File: src/rtl/mem_pkg.sv
// Shared definitions for the load/store front end: FSM states and word geometry.
// Optional feature macro: MAU_BOUNDS_CHECK_EN (word index >= MEM_SIZE returns an error).
package mem_pkg;

    typedef enum logic [1:0] {
        IDLE    = 2'd0,
        ISSUE   = 2'd1,
        CAPTURE = 2'd2,
        RESP    = 2'd3
    } state_e;

    localparam int WORD_BYTES = 8;
    localparam int WORD_SHIFT = 3;

`ifdef MAU_BOUNDS_CHECK_EN
    localparam bit BOUNDS_CHECK_EN = 1'b1;
`else
    localparam bit BOUNDS_CHECK_EN = 1'b0;
`endif

endpackage

File: src/rtl/mau_addr_check.sv
// Combinational address decode: byte address -> word index plus misalign/out-of-range flag.
// Range flagging is active only when MAU_BOUNDS_CHECK_EN is defined (see mem_pkg).
module mau_addr_check
    import mem_pkg::*;
#(
    parameter int MEM_SIZE   = 262144,
    parameter int BIT_NUMBER = 32
) (
    input  logic [BIT_NUMBER-1:0] addr,
    output logic [BIT_NUMBER-1:0] word_idx,
    output logic                  err
);

    localparam logic [BIT_NUMBER:0] MEM_SIZE_W = (BIT_NUMBER + 1)'(MEM_SIZE);

    logic misaligned;
    logic out_of_range;

    always_comb begin
        word_idx     = addr >> WORD_SHIFT;
        misaligned   = (addr[WORD_SHIFT-1:0] != '0);
        // Without the bounds check the memory simply ignores the upper index bits.
        out_of_range = BOUNDS_CHECK_EN && ({1'b0, word_idx} >= MEM_SIZE_W);
        err          = misaligned | out_of_range;
    end

endmodule

File: src/rtl/mem_access_unit.sv
// Load/store front end driving a registered data memory, one request outstanding at a time.
// Optional feature macro: MAU_BOUNDS_CHECK_EN (handled in mem_pkg / mau_addr_check).
module mem_access_unit
    import mem_pkg::*;
#(
    parameter int MEM_SIZE    = 262144,
    parameter int BIT_NUMBER  = 32,
    parameter int VECTOR_SIZE = 64
) (
    input  logic                   clk,
    input  logic                   reset,
    input  logic                   req_valid,
    output logic                   req_ready,
    input  logic                   req_write,
    input  logic [BIT_NUMBER-1:0]  req_addr,
    input  logic [VECTOR_SIZE-1:0] req_wdata,
    output logic                   resp_valid,
    input  logic                   resp_ready,
    output logic [VECTOR_SIZE-1:0] resp_rdata,
    output logic                   resp_err,
    output logic                   mem_enable,
    output logic                   mem_we,
    output logic [BIT_NUMBER-1:0]  mem_address,
    output logic [VECTOR_SIZE-1:0] mem_data_in,
    input  logic [VECTOR_SIZE-1:0] mem_data_out
);

    state_e                 state_q, state_d;
    logic                   req_ready_q, req_ready_d;
    logic                   resp_valid_q, resp_valid_d;
    logic [VECTOR_SIZE-1:0] resp_rdata_q, resp_rdata_d;
    logic                   resp_err_q, resp_err_d;
    logic                   mem_enable_q, mem_enable_d;
    logic                   mem_we_q, mem_we_d;
    logic [BIT_NUMBER-1:0]  mem_address_q, mem_address_d;
    logic [VECTOR_SIZE-1:0] mem_data_in_q, mem_data_in_d;

    logic [BIT_NUMBER-1:0]  word_idx;
    logic                   addr_err;

    mau_addr_check #(
        .MEM_SIZE   (MEM_SIZE),
        .BIT_NUMBER (BIT_NUMBER)
    ) u_addr_check (
        .addr     (req_addr),
        .word_idx (word_idx),
        .err      (addr_err)
    );

    always_comb begin
        // NOTE: every combinational output gets a default first so no path infers a latch.
        state_d       = state_q;
        resp_valid_d  = resp_valid_q;
        resp_rdata_d  = resp_rdata_q;
        resp_err_d    = resp_err_q;
        mem_address_d = mem_address_q;
        mem_data_in_d = mem_data_in_q;

        unique case (state_q)
            IDLE: begin
                if (req_valid && req_ready_q) begin
                    resp_rdata_d = '0;
                    resp_err_d   = addr_err;
                    if (addr_err) begin
                        state_d      = RESP;
                        resp_valid_d = 1'b1;
                    end else begin
                        state_d       = ISSUE;
                        mem_address_d = word_idx;
                        mem_data_in_d = req_wdata;
                    end
                end
            end
            // mem_we_q is high during ISSUE exactly when the request is a store.
            ISSUE: begin
                if (mem_we_q) begin
                    state_d      = RESP;
                    resp_valid_d = 1'b1;
                end else begin
                    state_d = CAPTURE;
                end
            end
            CAPTURE: begin
                resp_rdata_d = mem_data_out;
                resp_valid_d = 1'b1;
                state_d      = RESP;
            end
            RESP: begin
                if (resp_ready) begin
                    state_d      = IDLE;
                    resp_valid_d = 1'b0;
                end
            end
            default: state_d = IDLE;
        endcase

        req_ready_d  = (state_d == IDLE);
        mem_enable_d = (state_d == ISSUE);
        mem_we_d     = (state_d == ISSUE) && req_write;
    end

    always_ff @(posedge clk or negedge reset) begin
        if (!reset) begin
            state_q       <= IDLE;
            req_ready_q   <= 1'b0;
            resp_valid_q  <= 1'b0;
            resp_rdata_q  <= '0;
            resp_err_q    <= 1'b0;
            mem_enable_q  <= 1'b0;
            mem_we_q      <= 1'b0;
            mem_address_q <= '0;
            mem_data_in_q <= '0;
        end else begin
            // NOTE: non-blocking assignments so every flop samples pre-edge values.
            state_q       <= state_d;
            req_ready_q   <= req_ready_d;
            resp_valid_q  <= resp_valid_d;
            resp_rdata_q  <= resp_rdata_d;
            resp_err_q    <= resp_err_d;
            mem_enable_q  <= mem_enable_d;
            mem_we_q      <= mem_we_d;
            mem_address_q <= mem_address_d;
            mem_data_in_q <= mem_data_in_d;
        end
    end

    assign req_ready   = req_ready_q;
    assign resp_valid  = resp_valid_q;
    assign resp_rdata  = resp_rdata_q;
    assign resp_err    = resp_err_q;
    assign mem_enable  = mem_enable_q;
    assign mem_we      = mem_we_q;
    assign mem_address = mem_address_q;
    assign mem_data_in = mem_data_in_q;

endmodule

File: config.mk
export PLATFORM = sky130hd
export DESIGN_NAME = mem_access_unit
export DESIGN_NICKNAME = d
export VERILOG_FILES = /design/src/rtl/mem_pkg.sv /design/src/rtl/mau_addr_check.sv /design/src/rtl/mem_access_unit.sv
export SDC_FILE = /design/constraint.sdc
export NUM_CORES = 1
export LEC_CHECK = 0
export CORE_AREA = 2 2 127 129
export DETAILED_ROUTE_END_ITERATION = 8
export DIE_AREA = 0 0 129 131
export PLACE_DENSITY_LB_ADDON = 0.1
export SLEW_MARGIN = 15
export SYNTH_ARGS = -nofsm -noshare
export SYNTH_HDL_FRONTEND = slang
export SYNTH_SLANG_ARGS = --single-unit
File: constraint.sdc
create_clock -name clk -period 3.2 [get_ports clk]
set_clock_uncertainty 0.05 [all_clocks]
set_input_delay 0.64 -clock clk [delete_from_list [all_inputs] [get_ports clk]]
set_output_delay 0.64 -clock clk [all_outputs]
set_load 0.005 [all_outputs]
==> impl_metrics.tcl, run 1 <==
set metrics [dict create \
    yosys_warnings 0 \
    async_flop_share_pct 100 \
    nets 992 \
    dieArea_um2 16900 \
    syn_inst 507 \
    fillers 1144 \
    slew_headroom_pct 53.0 \
    pwr-share-seq_pct 37.9 \
    diodes 0 \
    wl_per_cell_um 17.7 \
    ys_seq_elements 164 \
    crit_path_end_kind "flip-flop" \
    ir_worst_vdd_uv 582 \
    synth_edf_count 0 \
    dpl-instance-area_um2 9960 \
    outcome "finished clean" \
    rsz0062_at_grt "no" \
    period_needed_ps 2250 \
    crit_arrival_ps 2500 \
    hold_class "in2async" \
    cp.buffers_inverters 2 \
    grt_pass1_wl_um 28200 \
    final_layout_size_suffix_gt1_share_pct 11.1 \
    ys_seq_area_share_pct 62.7 \
    vias 4991 \
    fmax_mhz 444 \
    start_util_pct 42.0 \
    syn_avg_cell_area_um2 12.9 \
    cp.required_ps 3450 \
    worstSkewPairLatency_ps 410 \
    firstDrtPassIters 6 \
    ant_nets 0 \
    grt_max_degree 73 \
    clockBufferDepth 2 \
    post-route-util_pct 67.9 \
    slowest_delay_ps 530 \
    first_iter_violations 268 \
    cp_top_family "buffers and inverters" \
    vias_per_cell 4.73 \
    slowest_stage "clkdlybuf4s50_1" \
    clock_power_share_pct 26.1 \
    gr-usage-all-layers_pct 22.2 \
    setup_viol 0 \
    dp_hpwl_um 13800 \
    clock_sinks 164 \
    setup_tns_ps 0 \
    drv_slew 0 \
    cp_max_fo 20 \
    root_buffer "clkbuf_16" \
    die_y_um 131 \
    cts_inserted_buffers 17 \
    grt_pass1_vias 5170 \
    worstSetupPathType "in2reg" \
    finalCritPeriodShare_pct 70.3 \
    rows 46 \
    synth_cell_types 27 \
    p_comb_share_pct 36.0 \
    p_sw_share_pct 28.2 \
    synth_area_um2 6550 \
    cts_resized 0 \
    cp_cell_sequence "clkdlybuf4s50_1, and4bb_4, and2_4, buf_4, mux2_4" \
    seq_area_um2 4100 \
    design_area_um2 10600 \
    place.gp.congestion 0.768 \
    start_kind "input pin" \
    io_pins 330 \
    worst_pin_slew_ps 706 \
    drc_errors 0 \
    power.density_nw_per_um2 791 \
    path_clk_slew_ps 60 \
    multi_input_area_um2 2190 \
    ys.flop_type "dfrtp_1" \
    drv_cap 0 \
    portBuffers 326 \
    p_int_mw 6.02 \
    cts_htree_levels 4 \
    gr-total-overflow 0 \
    ctsHoldBuffers 0 \
    area.growth.synth_to_final_pct 61.8 \
    antenna_found_initial 0 \
    power.leakage_nw 4.74 \
    cts_tree "done" \
    finalHoldViolations 0 \
    p_sw_mw 2.36 \
    coreArea_um2 15600 \
    die_w_um 129 \
    finalWirelength_um 18700 \
    cts_setup_buffers 0 \
]
[through the flow]
step,instances,total power [mW],worst slack (ps),hold slack (ps)
2_1_floorplan,509,4.26,1320,294
3_3_place_gp,1024,6.15,574,419
3_5_place_dp,1024,6.25,511,424
4_1_cts,1055,8.48,957,195
5_1_grt,1055,8.88,831,210
6_report,1055,8.38,950,167
[path summary, 6_finish.rpt]
check,start,to,slack (ps),depth (start not counted)
min in group clk,mem_address[4],mem_address[4],430,1
max in group asynchronous,reset,mem_data_in[58],2040,2
min reg2reg,mem_address[4],mem_address[4],430,1
max,req_valid,mem_data_in[51],950,5
max reg2reg,state_q[1],mem_data_in[51],1080,4
min,reset,mem_address[7],170,1
[layer usage]
metal | global-route usage [%] | vias to the layer above | part of all wire (%)
li1 | - | 2322 | -
met1 | 25.5 | 2431 | 39
met2 | 37.6 | 203 | 50
met3 | 8.59 | 35 | 8.6
met4 | 8.76 | 0 | 2.7
met5 | 0 | - | 0
[cells in the final DEF (no fill, tap or decap)]
cell type,count
nor4_1,1
a211oi_1,1
o311a_1,1
nor3_1,2
buf_4,5
mux2_4,50
nand2_1,129
dfrtp_1,164
nor2_1,2
o21ai_0,2
nor2b_1,1
buf_12,5
o21ai_1,64
mux2_1,43
and4bb_4,1
nor2b_4,1
and2_4,1
clkbuf_1,3
a31oi_1,1
bufinv_16,5
clkbuf_16,17
conb_1,3
clkbuf_8,1
a21oi_1,2
a31o_1,1
nand2b_2,1
clkdlybuf4s50_1,325
clkinvlp_4,2
clkinv_2,3
and3_1,1
buf_6,1
[sequential cells by signal, summed over array words and instances, names as in the netlist]
name / flops
resp_rdata: 64
req_ready: 1
resp_valid: 1
mem_we: 1
mem_address: 29
mem_enable: 1
resp_err: 1
state_q: 2
mem_data_in: 64
[final cells by class]
type                       instances  area share, %
multi-input combinational        308           20.6
sequential                       164           38.7
clock inverter                    10           1.70
tap                              216           2.55
timing repair buffer             336           32.1
clock buffer                      21           4.25
[Yosys cell counts (2+ instances only)]
master	number	area, um^2
nor2b_1	2	12.5
nor3_1	2	10.0
nand2_1	129	484
buf_4	8	60.1
buf_1	4	15.0
o21ai_1	64	320
buf_2	5	25.0
clkbuf_1	13	48.8
buf_12	5	100
o21ai_0	2	10.0
mux2_1	43	484
mux2_4	50	751
nor2_1	2	7.51
a21oi_1	2	10.0
dfrtp_1	164	4100
[cells by family (layout without fill, tap and decap cells)]
| logic type | after synthesis | after routing | share of synthesized area [%] |
|---|---|---|---|
| multiplexers | 93 | 93 | 18.9 |
| AO/OA/AOI/OAI | 72 | 72 | 5.70 |
| AND/OR/NAND/NOR | 140 | 140 | 8.49 |
| buffers and inverters | 37 | 367 | 4.20 |
| flip-flops | 164 | 164 | 62.7 |
| other | 1 | 3 | 0.0573 |
[power by group through the flow]
stage	registers (mW)	logic, mW	clock network (mW)
floorplan	3.20	1.07	0
global placement	3.17	2.98	0
finish	3.18	3.02	2.19
global route	3.27	3.30	2.32
CTS	3.18	3.07	2.23
detailed placement	3.20	3.05	0
[worst register-to-register path: cells and delay by family, from the launching register on]
kind | cells | cell delay (ps)
buffers and inverters | 1 | 340
flip-flops | 1 | 490
AND/OR/NAND/NOR | 2 | 790
multiplexers | 1 | 330
No activity file was read; power rests on OpenSTA's default activity.
==> run 2, diff against run 1 <==
CORE_AREA = default   (was 2 2 127 129)
CORE_ASPECT_RATIO = 1.5   (was default)
CORE_UTILIZATION = 40   (was default)
DIE_AREA = default   (was 0 0 129 131)
clock period = 2.3 ns   (was 3.2 ns; I/O delays follow)
==> run 2 against run 1 <==
First-iteration DRC count fell by 34%. Combinational power rose by 41%. Sequential cell count did not move. Core utilization fell by 0.59 points. Non-clock buffer count rose by 5.
==> impl_metrics.tcl, run 2 (synthesized netlist as in run 1, its figures left out) <==
set metrics [dict create \
    ir_worst_vdd_uv 721 \
    cts_resized 0 \
    grt_max_degree 67 \
    cts_inserted_buffers 17 \
    wl_met2_um 9930 \
    p_int_mw 8.44 \
    start_kind "flip-flop" \
    p_comb_share_pct 36.1 \
    finalWirelength_um 19200 \
    p_sw_share_pct 28.4 \
    portBuffers 326 \
    hold_class "reg2reg" \
    ant_nets 0 \
    dieArea_um2 16900 \
    firstDrtPassIters 4 \
    cts_tree "done" \
    grt_pass1_vias 5409 \
    crit_path_end_kind "flip-flop" \
    finalCritPeriodShare_pct 83.4 \
    antenna_found_initial 0 \
    setup_tns_ps 0 \
    area.growth.synth_to_final_pct 62.9 \
    finalHoldViolations 0 \
    coreArea_um2 15800 \
    gr-usage-all-layers_pct 22.8 \
    fmax_mhz 522 \
    gr-total-overflow 0 \
    setup_viol 0 \
    cp.required_ps 2550 \
    clock_sinks 164 \
    power_mw 11.8 \
    power.leakage_nw 4.77 \
    path_clk_slew_ps 60 \
    cp_top_family "simple AND/OR/NAND/NOR gates" \
    slowest_delay_ps 490 \
    drc_errors 0 \
    drt-met1-wl_um 7120 \
    drv_slew 0 \
    p_sw_mw 3.35 \
    first_iter_violations 176 \
    vias 5070 \
    final_cell_mix "clkdlybuf4s50_1 (325), dfrtp_1 (164), nand2_1 (129)" \
    worstSkewPairLatency_ps 410 \
    met3_length_um 1590 \
    period_needed_ps 1920 \
    slowest_stage "dfrtp_1" \
    start_util_pct 41.3 \
    dp_hpwl_um 14200 \
    final_layout_size_suffix_gt1_share_pct 11.7 \
    drv_cap 0 \
    cp_cell_sequence "and4bb_4, and2_4, buf_12, mux2_1" \
    cp_max_fo 33 \
    cts_setup_buffers 0 \
    worstSetupPathType "reg2reg" \
    nets 997 \
    cts_htree_levels 4 \
    diodes 0 \
    grt_pass1_wl_um 29100 \
    cp.buffers_inverters 1 \
    wl_per_cell_um 18.3 \
    clock_power_share_pct 26.4 \
    die_w_um 106 \
    pwr-share-seq_pct 37.5 \
    io_pins 330 \
    vias_per_cell 4.84 \
    rows 56 \
    place.gp.congestion 0.775 \
    final_common_cell "clkdlybuf4s50_1" \
    outcome "finished clean" \
    highest_layer "met4" \
    clockBufferDepth 2 \
    power.density_nw_per_um2 1110 \
    rsz0062_at_grt "no" \
    crit_arrival_ps 2170 \
    die_y_um 159 \
    root_buffer "clkbuf_16" \
]
[run 2: cell count changes in the layout (fill, tap and decap cells not counted), sizes merged]
cell	delta
clkinv	-1
clkbuf	-1
inv	+1
clkinvlp	+2
buf	+4
dlygate4sd3	+1
[run 2: timing repair]
action,4_1_cts,5_1_grt
endpoints found under the setup margin,0,0
hold buffers,1,0
endpoints found under the hold margin,44,0
[run 2: power groups by stage]
stage | Clock [mW] | Sequential, mW | Combinational (mW)
after floorplan | 0 | 4.45 | 1.48
after global placement | 0 | 4.40 | 4.20
after detailed placement | 0 | 4.46 | 4.32
after CTS | 3.18 | 4.43 | 4.35
after global routing | 3.30 | 4.53 | 4.64
final | 3.11 | 4.42 | 4.26
[run 2: area by class of cell]
class	instances	area, um^2
multi-input combinational	308	2190
sequential	164	4100
fill	1223	5170
tap	203	254
timing repair buffer	341	3470
clock buffer	20	447
clock inverter	12	203
[run 2: stage by stage]
step,std cells,utilization (%),worst slack (ps),hold WS [ps],area [um^2]
2_1_floorplan,509,-,505,114,6550
3_3_place_gp,1015,63.2,6.55,378,10000
3_5_place_dp,1015,63.2,-53.8,398,10000
4_1_cts,1048,67.3,368,439,10700
5_1_grt,1048,67.3,301,453,10700
6_report,1048,67.3,383,435,10700
[run 2: path summary, 6_finish.rpt]
| kind | from | to | slack [ps] | cells past startpoint |
|---|---|---|---|---|
| max reg2reg | state_q[0] | mem_data_in[0] | 380 | 4 |
| min | mem_data_in[60] | mem_data_in[60] | 440 | 1 |
| max | state_q[0] | mem_data_in[0] | 380 | 4 |
| min reg2reg | mem_data_in[60] | mem_data_in[60] | 440 | 1 |
| min in group asynchronous | reset | mem_data_in[50] | 510 | 2 |
| max in group asynchronous | reset | mem_address[6] | 990 | 3 |
[run 2: metal layers]
layer  vias up  GRT usage, %
li1       2346             -
met1      2465          25.3
met2       226          40.1
met3        33          8.02
met4         0          8.48
met5         -             0
==> run 3, diff against run 2 <==
clock period = 1.8 ns   (was 2.3 ns; I/O delays follow)
==> run 3 against run 2 <==
Via count increased by 1.2%. Register-to-register slack got worse by 290 ps. Wire length decreased by 0.18%. Global-route usage increased by 0.13 points. Design area increased by 0.25%. Critical path depth increased by 1. Die area unchanged. Sequential cell count unchanged. Count of clock-buffer cells in the layout unchanged. Combinational power increased by 29%. Core utilization increased by 0.17 points. Critical endpoint unchanged. Largest cell class unchanged.
==> impl_metrics.tcl, run 3 (synthesized netlist as in run 1, its figures left out) <==
set metrics [dict create \
    dp_hpwl_um 14100 \
    drc_errors 0 \
    design_area_um2 10700 \
    period_needed_ps 1770 \
    power.density_nw_per_um2 1400 \
    drv_cap 0 \
    coreArea_um2 15800 \
    diodes 0 \
    post-route-util_pct 67.5 \
    setup_viol 0 \
    cts_htree_levels 4 \
    final_cell_mix "clkdlybuf4s50_1 (324), dfrtp_1 (164), nand2_1 (129)" \
    area.growth.synth_to_final_pct 63.3 \
    cp.required_ps 2040 \
    die_y_um 159 \
    portBuffers 326 \
    final_layout_size_suffix_gt1_share_pct 12.6 \
    dpl.cell_count 1020 \
    rows 56 \
    vias 5133 \
    cts_inserted_buffers 17 \
    crit_path_end_kind "flip-flop" \
    grt_max_degree 67 \
    grt_pass1_vias 5418 \
    wl_per_cell_um 18.2 \
    stdcell_count 1053 \
    grt_pass1_wl_um 29000 \
    slew_headroom_pct 53.4 \
    nets 1002 \
    start_util_pct 41.3 \
    cp_max_fo 33 \
    hold_class "in2async" \
    gr-total-overflow 0 \
    worstSkewPairLatency_ps 410 \
    firstDrtPassIters 4 \
    cts_tree "done" \
    start_kind "input pin" \
    finalHoldViolations 0 \
    rsz0062_at_grt "no" \
    finalCritPeriodShare_pct 98.1 \
    clock_sinks 164 \
    path_clk_slew_ps 70 \
    dpl-instance-area_um2 10000 \
    first_iter_violations 149 \
    worst_pin_slew_ps 698 \
    final_common_cell "clkdlybuf4s50_1" \
    drv_slew 0 \
    power.leakage_nw 4.81 \
    dieArea_um2 16900 \
    ant_nets 0 \
    root_buffer "clkbuf_16" \
    fmax_mhz 566 \
    crit_arrival_ps 2010 \
    finalWirelength_um 19100 \
    place.gp.congestion 0.775 \
    vias_per_cell 4.87 \
    antenna_found_initial 0 \
    worstSetupPathType "in2reg" \
    gr-usage-all-layers_pct 22.9 \
    io_pins 330 \
    outcome "finished clean" \
    cts_setup_buffers 0 \
    ir_worst_vdd_uv 875 \
    die_w_um 106 \
    clockBufferDepth 2 \
]
-- run 3: changes by cell type in the layout (fill, tap and decap cells not counted) --
cell,change
clkinv_4,+4
nor3_2,+1
clkinvlp_4,-3
buf_4,+5
bufinv_16,-2
clkbuf_1,-2
clkbuf_8,+2
nor3_1,-1
clkdlybuf4s50_1,-1
dlygate4sd2_1,+1
clkinv_2,-1
inv_6,+2
-- run 3: area by class of cell --
type                       instances  area, um^2
fill                            1228        5150
sequential                       164        4100
timing repair buffer             346        3500
multi-input combinational        308        2190
clock buffer                      20         467
tap                              203         254
clock inverter                    12         168
-- run 3: final timing paths --
path / slack [ps] / cells past startpoint / start / endpoint
worst max-delay path: 30 / 5 / req_valid / mem_data_in[0]
min in group clk: 420 / 3 / mem_data_out[43] / resp_rdata[43]
worst min register to register: 430 / 1 / mem_address[12] / mem_address[12]
worst max register to register: 90 / 4 / state_q[1] / mem_data_in[0]
max in group asynchronous: 690 / 3 / reset / resp_rdata[28]
worst min-delay path: 380 / 2 / reset / mem_data_in[51]
-- run 3: metal layers --
metal	GRT usage, %	wire [um]	vias to the layer above
li1	-	-	2348
met1	24.6	7000	2509
met2	40.3	9890	235
met3	7.74	1530	41
met4	11.4	698	0
met5	0	0	-
-- run 3: power by group --
| group | internal (mW) | switching, mW | leakage (nW) |
|---|---|---|---|
| clock network | 2.32 | 1.50 | 0.308 |
| registers | 4.93 | 0.667 | 2.14 |
| logic | 3.37 | 2.13 | 2.35 |
-- run 3: critical path: stages --
cell	delay, ps
clkdlybuf4s50_1	540
and4bb_4	260
and2_4	220
buf_12	240
mux2_1	360
-- run 3: what timing repair did --
action,CTS,global route
hold buffers,1,0
hold endpoints to repair,43,0
endpoints found under the setup margin,2,0
gates resized for setup,2,0
-- run 3: through the flow --
step | hold slack [ps] | setup slack, ps | TNS [ps] | power, mW
after floorplan | 14.4 | 5.12 | 0 | 7.58
after global placement | 280 | -427 | -53280 | 11.0
after detailed placement | 283 | -439 | -56070 | 11.2
after CTS | 399 | 24.6 | 0 | 15.1
after global routing | 419 | 3.77 | 0 | 15.8
final | 385 | 33.9 | 0 | 14.9
